--- config.mk ---
export PLATFORM = sky130hd
export DESIGN_NAME = clk_div_prog
export DESIGN_NICKNAME = d
export VERILOG_FILES = /design/src/rtl/clk_div_prog.sv
export SDC_FILE = /design/constraint.sdc
export NUM_CORES = 1
export LEC_CHECK = 0
export ABC_AREA = 1
export CAP_MARGIN = 10
export CORE_MARGIN = 2
export CORE_UTILIZATION = 60
export DETAILED_ROUTE_END_ITERATION = 6
export PLACE_DENSITY = 0.79
export SLEW_MARGIN = 25
export SYNTH_ARGS = -nofsm -noshare
export SYNTH_HDL_FRONTEND = slang
export SYNTH_SLANG_ARGS = --single-unit
--- constraint.sdc ---
create_clock -name clk -period 2.1 [get_ports clk]
set_input_delay 0.42 -clock clk [delete_from_list [all_inputs] [get_ports clk]]
set_output_delay 0.42 -clock clk [all_outputs]
set_load 0.01 [all_outputs]
--- src/rtl/clk_div_prog.sv ---
// Multi-channel programmable clock-enable generator: clk_out high ceil(D/2), low floor(D/2), tick on each rise.
// Latency: en sampled in IDLE -> clk_out/tick high the next cycle; no backpressure, divisor changes land on period boundaries.
module clk_div_prog #(
    parameter int CHANNELS    = 4,
    parameter int WIDTH       = 8,
    parameter int DEFAULT_DIV = 2
) (
    input  logic                      clk,
    input  logic                      reset_n,
    input  logic [CHANNELS-1:0]       en,
    input  logic [CHANNELS-1:0]       div_load,
    input  logic [CHANNELS*WIDTH-1:0] div_in,
    output logic [CHANNELS-1:0]       clk_out,
    output logic [CHANNELS-1:0]       tick,
    output logic [CHANNELS-1:0]       busy
);

    typedef enum logic [1:0] {
        S_IDLE = 2'd0,
        S_HIGH = 2'd1,
        S_LOW  = 2'd2
    } state_t;

    localparam logic [WIDTH-1:0] DEF_DIV = WIDTH'(DEFAULT_DIV);
    localparam logic [WIDTH-1:0] MIN_DIV = WIDTH'(2);
    localparam logic [WIDTH-1:0] ONE     = WIDTH'(1);

    for (genvar g = 0; g < CHANNELS; g++) begin : g_ch
        state_t           r_state;
        logic [WIDTH-1:0] r_cnt;
        logic [WIDTH-1:0] r_div;
        logic [WIDTH-1:0] r_pend;
        logic             r_pend_vld;
        logic             r_clk;
        logic             r_tick;
        logic             r_busy;

        logic [WIDTH-1:0] w_din;
        logic [WIDTH-1:0] w_load_div;
        logic [WIDTH-1:0] w_next_div;
        logic [WIDTH-1:0] w_h_last;
        logic [WIDTH-1:0] w_l_last;
        logic             w_bound;
        logic             w_start;

        always_comb begin
            w_din      = div_in[g*WIDTH +: WIDTH];
            w_load_div = (w_din < MIN_DIV) ? MIN_DIV : w_din;
            // A write on the starting edge wins over any older pending value.
            w_next_div = div_load[g] ? w_load_div : (r_pend_vld ? r_pend : r_div);
            w_h_last   = (r_div - ONE) >> 1;
            w_l_last   = (r_div >> 1) - ONE;
            w_bound    = (r_state == S_LOW) && (r_cnt == w_l_last);
            w_start    = en[g] && ((r_state == S_IDLE) || w_bound);
        end

        always_ff @(posedge clk) begin
            if (!reset_n) begin
                r_state    <= S_IDLE;
                r_cnt      <= '0;
                r_div      <= DEF_DIV;
                r_pend     <= DEF_DIV;
                r_pend_vld <= 1'b0;
                r_clk      <= 1'b0;
                r_tick     <= 1'b0;
                r_busy     <= 1'b0;
            end else begin
                r_tick <= 1'b0;
                if (div_load[g]) begin
                    r_pend     <= w_load_div;
                    r_pend_vld <= 1'b1;
                end
                if (w_start) begin
                    r_state    <= S_HIGH;
                    r_cnt      <= '0;
                    r_div      <= w_next_div;
                    r_pend_vld <= 1'b0;
                    r_clk      <= 1'b1;
                    r_tick     <= 1'b1;
                    r_busy     <= 1'b1;
                end else begin
                    case (r_state)
                        S_IDLE: ;
                        S_HIGH: begin
                            if (r_cnt == w_h_last) begin
                                r_state <= S_LOW;
                                r_cnt   <= '0;
                                r_clk   <= 1'b0;
                            end else begin
                                r_cnt <= r_cnt + ONE;
                            end
                        end
                        S_LOW: begin
                            if (w_bound) begin
                                r_state <= S_IDLE;
                                r_cnt   <= '0;
                                r_busy  <= 1'b0;
                            end else begin
                                r_cnt <= r_cnt + ONE;
                            end
                        end
                        default: begin
                            r_state <= S_IDLE;
                            r_cnt   <= '0;
                            r_clk   <= 1'b0;
                            r_busy  <= 1'b0;
                        end
                    endcase
                end
            end
        end

        assign clk_out[g] = r_clk;
        assign tick[g]    = r_tick;
        assign busy[g]    = r_busy;
    end

endmodule

Yosys cells after proc, flatten, opt, wreduce, memory -nomap -nowiden --
Index checks and enable logic that the tools add are counted.
Cells by class: $add $sub $neg 12, magnitude comparators 4, eq/ne operators 44, multiplexer cells 68, bitwise gates (word level) 5, reductions and logical operators 52
Operators with widths (number):
- $mux W8 | 20
- $pmux W8 S3 | 4
- $add A8 B1 Y8 const B | 4
- $eq A8 B7 Y1 | 4
- $eq A8 B8 Y1 | 4
- $lt A8 B2 Y1 const B | 4
- $sub A7 B1 Y8 const B | 4
- $sub A8 B1 Y8 const B | 4
- $mux W1 | 24
- $ne A2 B2 Y1 const B | 12
- $ne A3 B3 Y1 const B | 8
- $pmux W2 S3 | 4
- $reduce_and A2 Y1 | 12
- $reduce_and A3 Y1 | 8
- $reduce_or A2 Y1 | 12
- $mux W2 | 8
- $ne A2 B1 Y1 const B | 8
- $pmux W1 S2 | 8
- $eq A2 B1 Y1 const B | 4
- $eq A2 B2 Y1 const B | 4
- $logic_and A1 B1 Y1 | 8
- $logic_not A2 Y1 | 4
- $reduce_bool A2 Y1 | 4
- $not A1 Y1 | 5
- $logic_or A1 B1 Y1 | 4
Word-level totals: register bits after elaboration 120, input port bits 42, output and inout bits 12

Depth between registers and ports, before layout --
Gate-level depths: netlist of the first run.
word-level depth 7, gate-level depth with buffers 15

Worst setup path before layout of the first run --
No wires, ideal clock.
path type register -> register, start register g_ch[1].r_div[1], end register g_ch[1].r_cnt[0], setup time 0.118 ns, arrival 1.668 ns, setup slack 0.314 ns, stages on the path, launching flop included 16, buffers on the path 1, period minus slack after synthesis 1.786 ns, cell sequence dfxtp_1 inv_1 ha_1 inv_1 nand2_1 nand2_1 nand3_1 nor2_1 nand2_1 nor2_1 nand2_1 nand2_2 buf_6 nand2_2 nand2_4 a21oi_2
Between the ends: longest elaborated chain between the ends 6, elaborated cells between the ends (all ways) 11, those cells by class add/sub: 2; eq/ne: 2; mux: 3; reduce/logical: 4
RTL lines:
- from (decl) | RTL line 31 | logic [WIDTH-1:0] r_div;
- from (signal assigned) | RTL line 76 | r_div <= w_next_div;
- parallel branches: the longest is 6 deep, another holds $sub A7 B1 Y8
- to (signal assigned) | RTL line 90 | r_cnt <= r_cnt + ONE;
- to (signal assigned) | RTL line 99 | r_cnt <= r_cnt + ONE;
- to (decl) | RTL line 30 | logic [WIDTH-1:0] r_cnt;
Parallel ways; which one is timed is not known. A chain may end at the register's enable or synchronous reset.

Final worst setup path of the first run --
start register g_ch[1].r_div[1], end register g_ch[1].r_div[7]
Between the ends: longest elaborated chain between the ends 6
RTL lines:
- $sub A7 B1 Y8 | RTL line 52 | w_l_last = (r_div >> 1) - ONE;
- $eq A8 B8 Y1 | RTL line 53 | w_bound = (r_state == S_LOW) && (r_cnt == w_l_last);
- $logic_and A1 B1 Y1 | RTL line 53
- $logic_or A1 B1 Y1 | RTL line 54 | w_start = en[g] && ((r_state == S_IDLE) || w_bound);
- $logic_and A1 B1 Y1 | RTL line 54
- $reduce_and A2 Y1 (no line)
No other way between the ends.

==> results of run 1 <==
[repair_timing]
item	4_1_cts	5_1_grt
gates resized for setup	2	22
setup buffers	0	2
pin swaps	0	2
setup endpoints to repair	1	70
cloned	0	1
[sequential cells by signal (all words and copies together), names as in the netlist]
register         cells
g_ch.r_div          32
g_ch.r_cnt          32
g_ch.r_state         8
g_ch.r_pend         32
g_ch.r_tick          4
g_ch.r_busy          4
g_ch.r_clk           4
g_ch.r_pend_vld      4
[final timing paths]
path,endpoint,cells after the start,slack [ns]
max reg2reg,g_ch[1].r_div[7]$_SDFFE_PN0P_,15,0.17
min reg2reg,g_ch[2].r_pend_vld$_SDFFE_PP0P_,2,0.45
max,g_ch[1].r_div[7]$_SDFFE_PN0P_,15,0.17
min,g_ch[0].r_pend[1]$_SDFFE_PN1P_,2,0.40
[stage by stage]
stage          setup TNS, ns  utilization [%]  hold WS (ns)  setup slack, ns  power [W]
2_1_floorplan              0                -        0.4313           0.3138   0.007852
3_3_place_gp               0            66.41        0.4401           0.1132   0.008977
3_5_place_dp               0            66.41        0.4475          0.04694   0.009053
4_1_cts                    0            70.94        0.3929          0.03926    0.01193
5_1_grt            -0.007366            71.60        0.4013        -0.005899    0.01324
6_report                   0            71.60        0.3994           0.1708    0.01219
[synth_stat cells (all sizes together)]
| cell type | n | area, um2 |
|---|---|---|
| clkbuf | 14 | 53.80 |
| nor3 | 14 | 70.07 |
| or2 | 3 | 18.77 |
| clkinv | 2 | 7.510 |
| xor2 | 16 | 140.1 |
| o21a | 1 | 7.510 |
| o21ai | 43 | 215.2 |
| a21oi | 57 | 375.4 |
| nand4 | 40 | 250.2 |
| nor4 | 3 | 18.77 |
| a21boi | 1 | 7.510 |
| ha | 28 | 350.3 |
| inv | 180 | 675.7 |
| xnor2 | 9 | 78.83 |
| nand2 | 408 | 1593 |
| buf | 29 | 191.4 |
| nand3 | 104 | 563.1 |
| o22ai | 2 | 12.51 |
| dfxtp | 120 | 2402 |
| mux2i | 4 | 40.04 |
| nor2 | 163 | 631.9 |
[cell usage in the layout (no fill, tap or decap), drive strengths merged]
cell           netlist  layout
nand2              408     409
inv                180     180
nor2               163     163
dfxtp              120     120
nand3              104     104
a21oi               57      57
clkdlybuf4s50        0      52
o21ai               43      43
nand4               40      40
ha                  28      28
clkbuf              14      28
buf                 29      21
xor2                16      16
nor3                14      14
xnor2                9       9
mux2i                4       4
or2                  3       3
nor4                 3       3
clkinv               2       3
o22ai                2       2
a21boi               1       1
o21a                 1       1
bufinv               0       1
[cells by family after synthesis]
| family | Yosys count | synth area share [%] |
|---|---|---|
| simple gates | 735 | 40.83 |
| buf+inv | 225 | 12.05 |
| flops | 120 | 31.18 |
| compound gates | 104 | 8.023 |
| fa+ha+maj | 28 | 4.548 |
| xor+xnor | 25 | 2.842 |
| mux | 4 | 0.5198 |
[area by class of cell]
cell class	instances	area, um2	share of cell area, %
multi-input combinational	897	4441	49.35
sequential	120	2410	26.78
timing repair buffer	73	688.2	7.647
inverter	182	683.2	7.592
clock buffer	28	526.8	5.854
tap	172	215.2	2.392
clock inverter	2	35.03	0.3893
[metal layers]
layer / share of wire [%] / vias up / GRT usage, % / wire length, um
li1: - / 3974 / - / -
met1: 47 / 3287 / 33.14 / 8264
met2: 46 / 210 / 42.91 / 8181
met3: 4.7 / 35 / 5.642 / 829
met4: 2.0 / 0 / 9.714 / 346
met5: 0 / - / 0 / 0
[where the power goes]
group / total [W] / leakage [nW] / internal, W / switching [W]
logic: 0.00624 / 3.01 / 0.00223 / 0.00401
registers: 0.00316 / 0.984 / 0.00276 / 0.000404
clock network: 0.00278 / 0.277 / 0.00180 / 0.000981
total: 0.0122 / 4.27 / 0.00679 / 0.00540
==> run metrics, run 1 <==
Routed WL per cell=11.95 um; Rows=41; Achievable Freq=518.3 MHz; Max Slew Vio Count=0; Yosys cell types=35; Die X=117.3 um; Placed Area=8347 um2; hold path startpoint=reset_n; VDD IR-drop max=0.9344 mV; Buf/Inv on CP=3; Worst path most repeated cell=nand2_1; cell count after synthesis=1241; Die Height=117.3 um; RR Startpoint=g_ch[1].r_div[1]$_SDFFE_PN1P_; Placed Instances=1441; clock skew=0.007855 ns; hold crit path type=in2reg; htree depth=4; worst setup path start=g_ch[1].r_div[1]$_SDFFE_PN1P_; fin crit share=91.87%; CTS buffer count=17; fill cell count=1073; CP max-delay cell=dfxtp_2; TritonCTS clock tree=built; CP Cell Sequence=inv_2 > ha_1 > inv_1 > nand2_1 > nand2_1 > nand3_1 > nor2_1 > nand2_1 > nor2_1 > nand2_2 > nand2_4 > buf_4 > nand4_1 > nand2_1 > nor2_1; CP max stage delay=0.35 ns; starting density of the core=61.29%; Skew-Pair Late Insertion Delay=0.41 ns; final setup fails=0; final hold violations=0; num ports=54; worst-case clock buffer depth=2; die area=13760 um2; run status=finished clean; Avg Synthesized Cell Area=6.208 um2; syn nets=1311; YS warnings=0; Final Instance Area=8999 um2; minimum clock period=1.929 ns; DR pass1 iterations=5; Critical Path AT=2.24 ns; Final nets=1361; P per Cell Area=1354 nW/um2; Leakage=4.272 nW; Routed WL=17620 um; hpwl dp=12940 um; Area growth syn-to-layout=16.81%; layout cell share with drive strength beyond 1=9.985%; crit-path leading delay family=simple AND/OR/NAND/NOR gates; antenna violations before repair=0; CP Class=reg2reg; mapped cell area=7704 um2; CTS Hold Buffers Added=0; relative slew slack=64.65%; Max-Cap Viols=0; Vias/cell=5.092; largest net degree at the start of global routing=29; grt ovf=0; Initial DRC Count=680; transition time of the tightest slew-check pin=0.5295 ns; Seq/Total Area, Yosys=31.18%; # diodes=0; first-pass GRT wire length=30100 um; GRT Resource Usage Total=25.91%; vias post-DR=7506; clk sink count=120; Clock transition at path regs=0.05 ns; Core Area=12570 um2; unrepaired setup endpoints after global routing=yes; GP Congestion=0.9341; vias in the first global route=6859; Port Buffers=53; drt drc=0; CTS root buffer=clkbuf_16; worst-path maximum fanout=6; Worst setup SP type=flip-flop; post-route ant nets=0; Synth Register Bits=120; Non-Filler Instances=1474; CP Capture Type=flip-flop; CP required=2.41 ns
Note: power is estimated with default switching activity, not from simulation.
==> run 2: changes to the inputs <==
--- a/config.mk
+++ b/config.mk
@@ -10,6 +10,7 @@
 export CORE_MARGIN = 2
 export CORE_UTILIZATION = 60
 export DETAILED_ROUTE_END_ITERATION = 6
+export GPL_ROUTABILITY_DRIVEN = 0
 export PLACE_DENSITY = 0.79
 export SLEW_MARGIN = 25
 export SYNTH_ARGS = -nofsm -noshare
==> constraint.sdc (replaced) <==
create_clock -name clk -period 1.9 [get_ports clk]
set_input_delay 0.475 -clock clk [delete_from_list [all_inputs] [get_ports clk]]
set_output_delay 0.475 -clock clk [all_outputs]
set_load 0.01 [all_outputs]
==> run 2 against run 1 <==
Against the previous run:
- sequential power grew 12%
- worst hold slack lost 0.075 ns
- routed wire length grew 16%
- largest power group unchanged
- power grew 31%
- global-route usage grew 1.3 points
- highest routed layer unchanged
- via count grew 7.1%
- utilization grew 7.1 points
- clock power grew 22%
- the run now ends with negative setup slack left
- die area is the same
==> run metrics, run 2 (synthesis gave the netlist of run 1 again) <==
Worst path most repeated cell=nand2_1; final hold violations=0 (unchanged); starting density of the core=61.29% (unchanged); Fin Setup TNS=-0.09874 ns (-0.09874 ns); Final nets=1406 (+3.3%); layout cell share with drive strength beyond 1=19.50% (+9.5 points); htree depth=4 (unchanged); overall power=0.01598 W (+31%); CP max-delay cell=dfxtp_2; Buf/Inv on CP=2 (-1); Vias/cell=5.287 (+3.8%); RR Startpoint=g_ch[0].r_div[2]$_SDFFE_PN0P_; hold path startpoint=reset_n; vias in the first global route=7217 (+5.2%); pre-CTS WS=-0.04840 ns (-0.09534 ns); CTS root buffer=clkbuf_16; fin worst setup slack=-0.05981 ns (-0.2306 ns); failing checks=negative setup slack; grt ovf=0 (unchanged); # diodes=0 (unchanged); Final Instance Area=9891 um2 (+9.9%); Max Slew Vio Count=0 (unchanged); Port Buffers=53 (unchanged); Die X=117.3 um (unchanged); Top Registers=g_ch.r_cnt (32), g_ch.r_div (32), g_ch.r_pend (32); CP Capture Type=flip-flop; Skew-Pair Late Insertion Delay=0.42 ns (about the same); Leakage=4.594 nW (+7.5%); die area=13760 um2 (unchanged); final setup fails=2 (+2); Worst setup SP type=flip-flop; Critical Path AT=2.28 ns (+0.04 ns); P per Cell Area=1615 nW/um2 (+19%); Clock transition at path regs=0.05 ns (about the same); CTS buffer count=17 (unchanged); TritonCTS clock tree=built; worst-path maximum fanout=5 (-1); Routed WL=20480 um (+16%); CP Class=reg2reg; clock skew=0.008068 ns (+0.0002127 ns); Area growth syn-to-layout=28.39%; crit-path leading delay family=simple AND/OR/NAND/NOR gates; CP max stage delay=0.36 ns (about the same); GRT Resource Usage Total=27.23% (+1.3 points); most common cell after layout, fill and taps aside=nand2_1; transition time of the tightest slew-check pin=0.5220 ns (-0.007471 ns); vias post-DR=8041 (+7.1%); DR pass1 iterations=5 (unchanged); Routed WL per cell=13.46 um (+13%); worst setup path start=g_ch[0].r_div[2]$_SDFFE_PN0P_; clk sink count=120 (unchanged); Initial DRC Count=774 (+14%); Achievable Freq=510.3 MHz (-1.6%); num ports=54 (unchanged); most frequent cells in the layout=358 x nand2_1, 144 x inv_1, 144 x nor2_1, 111 x dfxtp_1, 87 x nand3_1; CP Cell Sequence=inv_4 > ha_4 > xor2_1 > nand2_1 > nor2_2 > nand2_1 > nor2_1 > nand2_2 > nand2_4 > buf_6 > nand4_1 > nand2_1 > nor2_1; worst-case clock buffer depth=2 (unchanged); antenna violations before repair=0 (unchanged); first-pass GRT wire length=31520 um (+4.7%); fin crit share=103.1% (+11 points); Die Height=117.3 um (unchanged); run status=finished, violations left; relative slew slack=65.15% (+0.50 points); drt drc=0 (unchanged); largest net degree at the start of global routing=29 (unchanged); Rows=41 (unchanged); CP required=2.22 ns (-0.19 ns); Max-Cap Viols=0 (unchanged); Core Area=12570 um2 (unchanged); hold crit path type=in2reg; hpwl dp=13330 um (+3.0%); Placed Area=8615 um2 (+3.2%); unrepaired setup endpoints after global routing=yes; post-route ant nets=0 (unchanged); minimum clock period=1.960 ns (+0.03058 ns); VDD IR-drop max=0.9725 mV (+4.1%); worst hold slack=0.3239 ns (-0.07546 ns)
run 2: cell count changes in the layout (fill, tap and decap cells not counted), sizes merged:
cell | previous run | this run
clkbuf | 28 | 25
clkinvlp | 0 | 1
nand2 | 409 | 412
buf | 21 | 63
bufinv | 1 | 3
clkinv | 3 | 5
run 2: cell type report:
cell class / instances / area [um2]
clock buffer: 25 / 515.5
fill: 899 / 2678
tap: 172 / 215.2
sequential: 120 / 2416
timing repair buffer: 115 / 1070
inverter: 182 / 703.2
clock inverter: 7 / 112.6
multi-input combinational: 900 / 4858
run 2: what timing repair did:
item / 4_1_cts / 5_1_grt
hold buffers: 0 / 0
pin swaps: 4 / 85
gates cloned: 1 / 5
resized for setup: 14 / 138
setup endpoints to repair: 41 / 87
setup buffers: 0 / 9
run 2: path summary, 6_finish.rpt:
kind / endpoint / slack [ns] / cells after the start
max: g_ch[0].r_div[7]$_SDFFE_PN0P_ / -0.06 / 13
min: g_ch[0].r_pend[1]$_SDFFE_PN1P_ / 0.32 / 2
max reg2reg: g_ch[0].r_div[7]$_SDFFE_PN0P_ / -0.06 / 13
min reg2reg: g_ch[3].r_pend_vld$_SDFFE_PP0P_ / 0.46 / 2
run 2: metal layers:
layer	up-vias	global-route usage (%)	part of all wire, %
li1	4080	-	-
met1	3660	33.52	43
met2	257	46.82	49
met3	44	5.982	5.6
met4	0	9.789	2.2
met5	-	0	0
run 2: through the flow:
step	utilization [%]	instances
4_1_cts	73.99	1508
2_1_floorplan	-	1241
3_5_place_dp	68.54	1475
6_report	78.70	1521
5_1_grt	78.70	1521
3_3_place_gp	68.54	1475
run 2: power breakdown:
group	leakage, nW	switching [W]	internal (W)	total [W]
clock network	0.309	0.00113	0.00226	0.00340
logic	3.30	0.00552	0.00352	0.00904
registers	0.986	0.000479	0.00306	0.00353
total	4.59	0.00714	0.00884	0.0160
==> run 3: changes to the inputs <==
--- a/config.mk
+++ b/config.mk
@@ -7,7 +7,7 @@
 export LEC_CHECK = 0
 export ABC_AREA = 1
 export CAP_MARGIN = 10
-export CORE_MARGIN = 2
+export CORE_MARGIN = 8
 export CORE_UTILIZATION = 60
 export DETAILED_ROUTE_END_ITERATION = 6
 export GPL_ROUTABILITY_DRIVEN = 0
==> run 3 against run 2 <==
Against the previous run:
- the run now ends clean
- global-route usage decreased by 4.6 points
- worst hold slack improved by 0.099 ns
- clock skew decreased by 0.0022 ns
- via count decreased by 1.9%
- register-to-register slack improved by 0.08 ns
- worst setup slack improved by 0.081 ns
- fmax increased by 4.3%
- routed wire length decreased by 4.6%
- highest routed layer unchanged
==> run metrics, run 3 (synthesis gave the netlist of run 1 again) <==
run status=finished clean; Die Height=129.3 um (+10%); minimum clock period=1.879 ns (-0.08091 ns); Top Registers=g_ch.r_cnt (32), g_ch.r_div (32), g_ch.r_pend (32); # diodes=0 (unchanged); worst-case clock buffer depth=2 (unchanged); Non-Filler Instances=1513 (-0.53%); P per Cell Area=1562 nW/um2 (-3.3%); CP max stage delay=0.35 ns (about the same); most frequent cells in the layout=365 x nand2_1, 145 x nor2_1, 143 x inv_1, 108 x dfxtp_1, 95 x nand3_1; antenna violations before repair=0 (unchanged); final setup fails=0 (-2); hold crit path type=in2reg; Rows=41 (unchanged); CTS root buffer=clkbuf_16; clock share of power=21.4% (about the same); grt ovf=0 (unchanged); Port Buffers=53 (unchanged); Clock transition at path regs=0.05 ns (about the same); Leakage=4.503 nW (-2.0%); Max Slew Vio Count=0 (unchanged); Worst setup SP type=flip-flop; fin crit share=98.89% (-4.3 points); vias post-DR=7885 (-1.9%); CP Capture Type=flip-flop; die area=16720 um2 (+22%); Core Area=12570 um2 (unchanged); CTS buffer count=17 (unchanged); starting density of the core=61.29% (unchanged); Fin Setup TNS=0 ns (+0.09874 ns); TritonCTS clock tree=built; GRT Resource Usage Total=22.61% (-4.6 points); final hold violations=0 (unchanged); Vias/cell=5.212 (-1.4%); Routed WL per cell=12.92 um (-4.1%); post-route ant nets=0 (unchanged); Die X=129.3 um (+10%); drt drc=0 (unchanged); Int Pwr=0.008430 W (-4.6%); vias in the first global route=6907 (-4.3%); largest net degree at the start of global routing=29 (unchanged); Worst R2R Path Depth=11 (-2); htree depth=4 (unchanged); Skew-Pair Late Insertion Delay=0.42 ns (about the same); CP max-delay cell=dfxtp_4; CP Cell Sequence=nor2_1 > nand2_1 > o21ai_0 > nand3_1 > nor2_1 > nand2_2 > nand2_4 > buf_6 > nand4_1 > nand2_1 > nor2_1; CTS Hold Buffers Added=0 (unchanged); worst hold slack=0.4230 ns (+0.09907 ns); fill cell count=981 (+9.1%); relative slew slack=60.78% (-4.4 points); Routed WL=19550 um (-4.6%); switch share=44.11% (-0.56 points); Critical Path AT=2.19 ns (-0.09 ns); clock skew=0.005907 ns (-0.002161 ns); DR pass1 iterations=7 (+2); CP required=2.21 ns (about the same); Area growth syn-to-layout=25.39%; Storage cell area=2420 um2 (+0.16%); Worst path most repeated cell=nor2_1; first-pass GRT wire length=31000 um (-1.6%); VDD IR-drop max=0.9305 mV (-4.3%); hpwl dp=13840 um (+3.8%); Comb pwr share=55.4% (-1.2 points); most common cell after layout, fill and taps aside=nand2_1; clk sink count=120 (unchanged); worst-path maximum fanout=7 (+2); hold path depth=2 (unchanged); area occupied by multi-input gates=4684 um2 (-3.6%); unrepaired setup endpoints after global routing=yes; utilization after layout=76.85% (-1.8 points); num ports=54 (unchanged); transition time of the tightest slew-check pin=0.5875 ns (+0.06544 ns); share of power burned in registers=23.2% (+1.1 points); Placed Instances=1477 (+0.14%); Initial DRC Count=643 (-17%); layout cell share with drive strength beyond 1=18.20% (-1.3 points); Max-Cap Viols=0 (unchanged); Final nets=1400 (-0.43%); Net Sw Power=0.006653 W (-6.8%); Achievable Freq=532.2 MHz (+4.3%); CP Class=reg2reg
## run 3: cell type report
| type | instances | share of cell area (%) |
|---|---|---|
| well taps | 172 | 2.228 |
| clock buffers | 21 | 4.767 |
| inverters | 182 | 7.228 |
| clock inverters | 9 | 1.295 |
| flip-flops and latches | 120 | 25.05 |
| multi-input cells | 896 | 48.50 |
| repair buffers | 113 | 10.93 |
## run 3: path summary, 6_finish.rpt
path / to / startpoint / slack (ns)
setup / recovery: g_ch[2].r_div[2]$_SDFFE_PN0P_ / g_ch[2].r_div[2]$_SDFFE_PN0P_ / 0.02
hold / removal: g_ch[2].r_pend[1]$_SDFFE_PN1P_ / reset_n / 0.42
setup reg to reg: g_ch[2].r_div[2]$_SDFFE_PN0P_ / g_ch[2].r_div[2]$_SDFFE_PN0P_ / 0.02
hold reg to reg: g_ch[1].r_clk$_SDFFE_PN0P_ / g_ch[1].r_clk$_SDFFE_PN0P_ / 0.46
## run 3: worst max-delay path: cells and delay by family (launching register included)
kind	cells	cell delay, ns
flip-flops	1	0.35
AO/OA/AOI/OAI	1	0.21
buffers and inverters	1	0.14
AND/OR/NAND/NOR	9	1.07
## run 3: power groups by stage
stage | Clock, W | Sequential (W) | Combinational, W
CTS | 0.00325 | 0.00342 | 0.00714
global placement | 0 | 0.00345 | 0.00692
global route | 0.00339 | 0.00357 | 0.00929
floorplan | 0 | 0.00337 | 0.00531
finish | 0.00322 | 0.00350 | 0.00836
detailed placement | 0 | 0.00347 | 0.00700
## run 3: per-stage QoR
| step | cell area (um2) | setup slack [ns] | power, W |
|---|---|---|---|
| after floorplan | 7704 | 0.1138 | 0.008679 |
| after global placement | 8642 | 0.01227 | 0.01037 |
| after detailed placement | 8642 | -0.02278 | 0.01047 |
| after CTS | 9243 | -0.007101 | 0.01381 |
| after global routing | 9659 | -0.09501 | 0.01626 |
| final | 9659 | 0.02110 | 0.01508 |
## run 3: routing by layer
layer	share of wire (%)	track usage [%]	routed length [um]	vias up
li1	-	-	-	4073
met1	46	29.15	8954	3527
met2	47	36.18	9120	250
met3	5.5	5.012	1066	35
met4	2.1	8.431	403	0
met5	0	0	0	-
## run 3: what timing repair did
item	in CTS	in global routing
pin swaps	0	66
setup endpoints to repair	19	88
setup buffers	0	6
resized for setup	4	120
